### src/rtl/spine_pkg.sv
// Shared constants and link state encoding for the spine egress path.
package spine_pkg;

   localparam int DWIDTH_DEF = 16;
   localparam int AWIDTH_DEF = 6;
   localparam int DEST_MSB   = DWIDTH_DEF - 1;
   localparam int DEST_LSB   = DWIDTH_DEF - AWIDTH_DEF;

   typedef enum logic [1:0] {
      IDLE  = 2'd0,
      SEND  = 2'd1,
      STALL = 2'd2
   } link_state_t;

endpackage

### src/rtl/spine_sync_fifo.sv
// First-word-fall-through FIFO: storage, wrapping pointers, occupancy count.
module spine_sync_fifo #(
   parameter int DWIDTH = 16,
   parameter int DEPTH  = 8,
   localparam int PW    = $clog2(DEPTH),
   localparam int CW    = $clog2(DEPTH) + 1
) (
   input  logic              clk,
   input  logic              reset,
   input  logic              push,
   input  logic              pop,
   input  logic [DWIDTH-1:0] wr_data,
   output logic [DWIDTH-1:0] rd_data,
   output logic              full,
   output logic              empty,
   output logic [CW-1:0]     count
);

   logic [DWIDTH-1:0] mem [DEPTH];
   logic [PW-1:0]     wr_ptr;
   logic [PW-1:0]     rd_ptr;

   always_ff @(posedge clk) begin
      if (push)
         mem[wr_ptr] <= wr_data;
   end

   always_ff @(posedge clk) begin
      if (reset) begin
         wr_ptr <= '0;
         rd_ptr <= '0;
         count  <= '0;
      end else begin
         if (push)
            wr_ptr <= wr_ptr + 1'b1;
         if (pop)
            rd_ptr <= rd_ptr + 1'b1;
         if (push && !pop)
            count <= count + 1'b1;
         else if (pop && !push)
            count <= count - 1'b1;
      end
   end

   assign rd_data = mem[rd_ptr];
   assign full    = (count == CW'(DEPTH));
   assign empty   = (count == '0);

endmodule

### src/rtl/spine_egress_buffer.sv
// Spine egress buffer: FIFO, drop counter, link FSM, stall watchdog.
// Optional parity output enabled by SPINE_EGRESS_PARITY_EN.
module spine_egress_buffer
   import spine_pkg::*;
#(
   parameter int DWIDTH      = DWIDTH_DEF,
   parameter int AWIDTH      = AWIDTH_DEF,
   parameter int DEPTH       = 8,
   parameter int STALL_LIMIT = 64,
   localparam int CW         = $clog2(DEPTH) + 1
) (
   input  logic              clk,
   input  logic              reset,
   input  logic [DWIDTH-1:0] in_data,
   input  logic              in_valid,
   output logic [DWIDTH-1:0] out_data,
   output logic              out_valid,
   input  logic              out_ready,
   output logic [AWIDTH-1:0] out_dest_addr,
   output logic              out_parity,
   output logic              fifo_full,
   output logic              fifo_empty,
   output logic [CW-1:0]     fifo_count,
   output logic [15:0]       drop_count,
   output logic              stall_timeout
);

   localparam logic [15:0] LIMIT = 16'(STALL_LIMIT);

   logic        push;
   logic        pop;
   logic        drop;
   logic        last_out;
   logic [15:0] stall_cnt;
   link_state_t state;

   assign pop      = out_valid && out_ready;
   assign push     = in_valid && (!fifo_full || pop);
   assign drop     = in_valid && fifo_full && !pop;
   assign last_out = pop && !push && (fifo_count == CW'(1));

   spine_sync_fifo #(
      .DWIDTH (DWIDTH),
      .DEPTH  (DEPTH)
   ) u_fifo (
      .clk     (clk),
      .reset   (reset),
      .push    (push),
      .pop     (pop),
      .wr_data (in_data),
      .rd_data (out_data),
      .full    (fifo_full),
      .empty   (fifo_empty),
      .count   (fifo_count)
   );

   assign out_valid     = !fifo_empty;
   assign out_dest_addr = out_data[DWIDTH-1 -: AWIDTH];

   always_ff @(posedge clk) begin
      if (reset)
         drop_count <= '0;
      else if (drop && drop_count != 16'hFFFF)
         drop_count <= drop_count + 16'd1;
   end

   always_ff @(posedge clk) begin
      if (reset) begin
         state <= IDLE;
      end else begin
         unique case (state)
            IDLE:
               if (push) state <= SEND;
            SEND:
               if (last_out) state <= IDLE;
               else if (out_valid && !out_ready) state <= STALL;
            STALL:
               if (pop) state <= last_out ? IDLE : SEND;
            default:
               state <= IDLE;
         endcase
      end
   end

   // Watchdog only runs while the FSM has registered a stall.
   always_ff @(posedge clk) begin
      if (reset || pop)
         stall_cnt <= '0;
      else if (state == STALL && !out_ready && stall_cnt != LIMIT)
         stall_cnt <= stall_cnt + 16'd1;
   end

   assign stall_timeout = (stall_cnt == LIMIT);

`ifdef SPINE_EGRESS_PARITY_EN
   assign out_parity = out_valid ? ^out_data : 1'b0;
`else
   assign out_parity = 1'b0;
`endif

endmodule

### config.mk
export PLATFORM = sky130hd
export DESIGN_NAME = spine_egress_buffer
export DESIGN_NICKNAME = d
export VERILOG_FILES = /design/src/rtl/spine_pkg.sv /design/src/rtl/spine_sync_fifo.sv /design/src/rtl/spine_egress_buffer.sv
export SDC_FILE = /design/constraint.sdc
export NUM_CORES = 1
export LEC_CHECK = 0
export CAP_MARGIN = 0
export CORE_MARGIN = 1.5
export CORE_UTILIZATION = 62
export CTS_CLUSTER_DIAMETER = 120
export DETAILED_ROUTE_END_ITERATION = 6
export GPL_ROUTABILITY_DRIVEN = 0
export HOLD_SLACK_MARGIN = 0.08
export PLACE_DENSITY = 0.92
export SETUP_SLACK_MARGIN = 0.05
export SLEW_MARGIN = 25
export SYNTH_ARGS = -nofsm -noshare
export SYNTH_HDL_FRONTEND = slang
export SYNTH_SLANG_ARGS = --single-unit
### constraint.sdc
create_clock -name clk -period 7.9 [get_ports clk]
set_clock_uncertainty 0.05 [all_clocks]
set_input_delay 1.185 -clock clk [delete_from_list [all_inputs] [get_ports clk]]
set_output_delay 1.185 -clock clk [all_outputs]
set_load 0.02 [all_outputs]
# After elaboration in Yosys (flattened, before gate mapping)

Memories as Yosys holds them, arrays and structs flattened. A register that Yosys moved wholly into a read port is not among the register bits.
Cells that the tools add are included.

Bits in registers: 44
Memory bits (writable): 128
Bits of input ports: 20
Output and inout bits: 47
Logic and storage cells: 57
Memories: 1

Memories:

| name       | words | bits a word | read ports | clocked after Yosys merged registers in | wr ports | RTL line              | source |
|---|---|---|---|---|---|---|---|
| u_fifo.mem | 8     | 16          | 1          | 1                                       | 1        | spine_sync_fifo.sv:19 | `logic [DWIDTH-1:0] mem [DEPTH];` |

Add/subtract/negate cells: 6
Equality and inequality tests: 10
Mux-type cells: 12
Reductions and logical operators: 22

Operators with widths:

| kind                                                                | number |
|---|---|
| 16-bit by 1-bit adder with 16-bit output (second input constant)    | 2 |
| 16-bit by 7-bit == test with 1-bit output (second input constant)   | 1 |
| 16-bit != test (second input constant)                              | 1 |
| 16-bit by 7-bit != test with 1-bit output (second input constant)   | 1 |
| 1-bit logical AND                                                   | 11 |
| 2-bit two-way mux                                                   | 4 |
| 4-bit two-way mux                                                   | 2 |
| 3-bit by 1-bit adder with 3-bit output (second input constant)      | 2 |
| 3-bit two-way mux                                                   | 2 |
| 2-bit one-hot mux with 3 select lines                               | 1 |
| 1-bit logical NOT                                                   | 5 |
| 4-bit by 1-bit adder with 4-bit output (second input constant)      | 1 |
| 4-bit by 1-bit == test with 1-bit output (second input constant)    | 1 |
| 4-bit == test (second input constant)                               | 1 |
| 4-bit logical NOT                                                   | 1 |
| 4-bit by 1-bit subtractor with 4-bit output (second input constant) | 1 |
| 1-bit two-way mux                                                   | 3 |
| 3-bit != test (second input constant)                               | 1 |
| 3-bit AND reduction                                                 | 1 |
| 2-bit by 1-bit == test with 1-bit output (second input constant)    | 1 |
| 2-bit == test (second input constant)                               | 1 |
| 2-bit logical NOT                                                   | 1 |
| 1-bit logical OR                                                    | 2 |
| 2-bit by 1-bit != test with 1-bit output (second input constant)    | 1 |
| 2 further kinds                                                     | 2 |

# Depth between registers and ports, before layout

Word-level depth: 11
Mapped depth: 8
Gate-level depth less buffers: 7

# Hierarchy

A second synthesis with hierarchy kept.

Cells, all modules: 482
Area total of the unflattened synthesis: 7407.1 µm²

By module, submodules not included:

| module              | times used | cells an instance | area each (µm²) | seq. area each (µm²) |
|---|---|---|---|---|
| spine_sync_fifo     | 1          | 254               | 5530.3          | 4103.9 |
| spine_egress_buffer | 1          | 228               | 1876.8          | 680.7 |

# Least setup slack after synthesis

OpenSTA, ideal clock, no wires.

Kind: in2reg
Start: input port out_ready
End: memory u_fifo.mem[0][0], enable pin
Setup time: 0.430 ns
Arrival: 3.197 ns
Required time: 7.420 ns
Slack: 4.223 ns
Cell stages on the path: 3
Path buffers: 1
Cell sequence: clkbuf_1 > o21ai_1 > nor4_1

Word-level cells in the longest chain between the ends: 5

Ends and longest elaborated chain:

| what                                    | RTL line                  | source |
|---|---|---|
| start: declaration                      | spine_egress_buffer.sv:18 | `input logic out_ready,` |
| 1-bit logical AND                       | spine_egress_buffer.sv:37 | `assign pop = out_valid && out_ready;` |
| 1-bit logical OR                        | spine_egress_buffer.sv:38 | `assign push = in_valid && (!fifo_full \|\| pop);` |
| 1-bit logical AND                       | spine_egress_buffer.sv:38 |  |
| 1-bit two-way mux                       | spine_sync_fifo.sv:24     | `if (push)` |
| 1-bit two-way mux (implied by the code) | spine_sync_fifo.sv:25     | `mem[wr_ptr] <= wr_data;` |
| end: declaration                        | spine_sync_fifo.sv:19     |  |

Every way passes these cells.

==> results.md <==
* Status: complete, but fails checks
* Violated checks: design-rule violations
* Fin. max-slew vios at 0
* Clock buffer count from CTS at 17
* Reg power frac at 0.482
* # IOs at 67
* TritonCTS clock tree: yes
* Core Region at 11520 sq um
* Slew @ Worst Pin at 0.9917 ns
* P_sw at 508.6 uW
* Worst path cell trace: buf_4, mux4_2, mux2_2, clkdlybuf4s50_1
* Clock network power share at 0.375
* Crit Path Max Fanout at 32
* Iteration count of the initial detailed-routing pass at 7
* Synth Instances at 495
* Top cells by area, synth: edfxtp_1, dfxtp_1, mux4_2
* Slew HR at 0.3364
* Drt first-iter violations at 367
* Vias at 4549
* Finished Cell Area at 8701 sq um
* GRT overflow at 0
* Number of flops mapped to enable cells by yosys at 128
* Die Footprint at 12530 sq um
* Most frequent cells in the layout: edfxtp_1, clkdlybuf4s50_1, dfxtp_1, mux4_2, a21oi_1
* Ys async rst share at 0
* Crit-path max cell delay at 0.61 ns
* Number of global-route vias before repair at 4486
* Die Height at 111.9 um
* CP Class: flip-flop to primary output
* Final Cycle Share at 0.4968
* Register area share after synthesis at 0.6503
* Highest-delay cell along the critical path: mux4_2
* Clk sinks at 175
* WL/cell at 20.32 um
* Hold/Removal Path Class: flip-flop to flip-flop
* Cell Area, Placed at 8130 sq um
* Number of synthesized register bits at 175
* CP endpoint kind: primary output
* P per Cell Area at 245.5 nW/um^2
* Worst-Skew Late Latency at 0.42 ns
* Top Layer Used: met4
* # diodes at 0
* Yosys top cell by area: edfxtp_1
* Area delta synth->final at 18.27%
* Vias per cell at 6.380
* Peak Freq at 254.8 MHz
* Antenna-violating nets left at 0
* Synth top area share at 0.5224
* Combinational group share of total power at 0.144
* DIE WIDTH at 111.9 um
* Commonest non-fill, non-tap cell in the layout: edfxtp_1
* Startpoint Class: flip-flop
* Syn Nets at 523
* Final hold violation count at 0
* Post-synthesis cell area at 7357 sq um
* Largest net degree at the start of global routing at 33
* Cell Int Power at 1628 uW
* Total Wirelength at 14490 um
* Port bufs at 65
* Ys Warns at 0
* Sw Ratio at 0.2381
* Detailed-route DRC error count at 7
* RSZ-0062 raised after global routing: false
* Setup repair bufs after CTS at 0
* Clock Pin Slew Worst Setup and Hold Paths at 0.06 ns
* Predominant post-synthesis flop cell: edfxtp_1
* Initial Util at 0.6389
* Max Cap Viol at 0
* Nets at 586
* H-tree levels at 4
* Syn_area_per_cell at 14.86 sq um
* GR Util All Layers at 0.2478
* Worst endpoint required time at 6.66 ns
* DPL Wire Length at 9025 um
* Leak Pwr at 0.002770 uW
* Hold buffers post-CTS at 0
* Metal3 WL at 818 um
* WL met1 at 6004 um
* Initial antenna violation count at 0
* Share of layout cells above drive strength 1 at 0.1842
* VDD IR max at 168.9 uV
* CP arrival at 2.69 ns
* CTS Buffer Depth at 2
* Synth unique cells at 54
* Row count at 39
* # fillers at 682
* Setup violations, final at 0
* Root Driver: clkbuf_16
* # resized after CTS at 0
* Post-Route Setup TNS at 0 ns
* Post-route minimum period at 3.925 ns
* Met2 wire len at 7432 um
* Global-route wire length before repair at 23520 um
-- cell type report --
type | count | area (sq um) | area share
Inverter | 16 | 60.06 | 0.006903
Multi-Input combinational cell | 273 | 2389 | 0.2745
Clock inverter | 14 | 141.4 | 0.01625
Sequential cell | 175 | 4786 | 0.5500
Timing Repair Buffer | 75 | 720.7 | 0.08283
Tap cell | 143 | 178.9 | 0.02056
Clock buffer | 17 | 425.4 | 0.04889
-- Yosys cell counts (6+ instances only) --
| library cell | count |
|---|---|
| a21oi_1 | 26 |
| buf_2 | 6 |
| buf_4 | 7 |
| clkbuf_1 | 14 |
| dfxtp_1 | 47 |
| edfxtp_1 | 128 |
| ha_1 | 8 |
| inv_1 | 16 |
| mux2_2 | 17 |
| mux4_2 | 32 |
| nand2_1 | 20 |
| nand3_1 | 15 |
| nand4_1 | 9 |
| nor2_1 | 24 |
| nor3_1 | 10 |
| nor4_1 | 8 |
| o21ai_0 | 8 |
| o31ai_1 | 14 |
| or4_1 | 16 |
| xnor2_1 | 9 |
-- critical path: cells and delay by family (launching register included) --
kind | cells | cell delay, ns
buffers and inverters | 2 | 1.05
flip-flops | 1 | 0.31
multiplexers | 2 | 0.89
-- registers in the layout, indices dropped and copies added (netlist names), named ones only --
signal,flops
drop_count,16
stall_cnt,16
state,2
u_fifo.count,4
u_fifo.mem,128
u_fifo.rd_ptr,3
u_fifo.wr_ptr,3
-- layer usage --
layer	GRT usage	vias to the layer above
li1	-	2069
met1	0.3219	2278
met3	0.05879	18
met4	0.08945	0
met2	0.4144	184
met5	0	-
-- metrics by stage --
stage | util | std cells | worst slack, ns | hold slack, ns | power (uW)
after CTS | 0.7552 | 713 | 3.914 | 0.4558 | 2153
final | 0.7555 | 713 | 3.975 | 0.4547 | 2136
after detailed placement | 0.7060 | 682 | 4.019 | 0.4354 | 1355
after floorplan | - | 495 | 4.223 | 0.4020 | 1250
after global placement | 0.7060 | 682 | 4.162 | 0.4216 | 1343
after global routing | 0.7555 | 713 | 3.827 | 0.4718 | 2213
-- power groups by stage --
stage	clock network [uW]	logic [uW]	registers, uW
floorplan	0	205	1040
global placement	0	298	1050
detailed placement	0	307	1050
CTS	815	309	1030
global route	854	328	1030
finish	800	307	1030
-- final timing paths --
check / startpoint / endpoint / slack (ns) / depth (start not counted)
worst max-delay path: flip-flop / out_data[5] / 3.98 / 4
worst min-delay path: u_fifo.rd_ptr[1] / u_fifo.rd_ptr[1] / 0.45 / 2
worst max register to register: u_fifo.count[1] / u_fifo.mem[3][14] / 4.94 / 7
worst min register to register: u_fifo.rd_ptr[1] / u_fifo.rd_ptr[1] / 0.45 / 2
-- kinds of logic (layout without fill, tap and decap cells) --
family          after synthesis  after routing  synth area share
buf+inv                      47            122           0.03061
flops                       175            175            0.6503
other cells                   1              1         0.0005097
xor+xnor                     13             13           0.01548
compound gates               65             65           0.05646
fa+ha+maj                     8              8           0.01361
simple gates                135            135            0.1063
mux                          51             51            0.1267
Power figures use the tool's default switching activity.
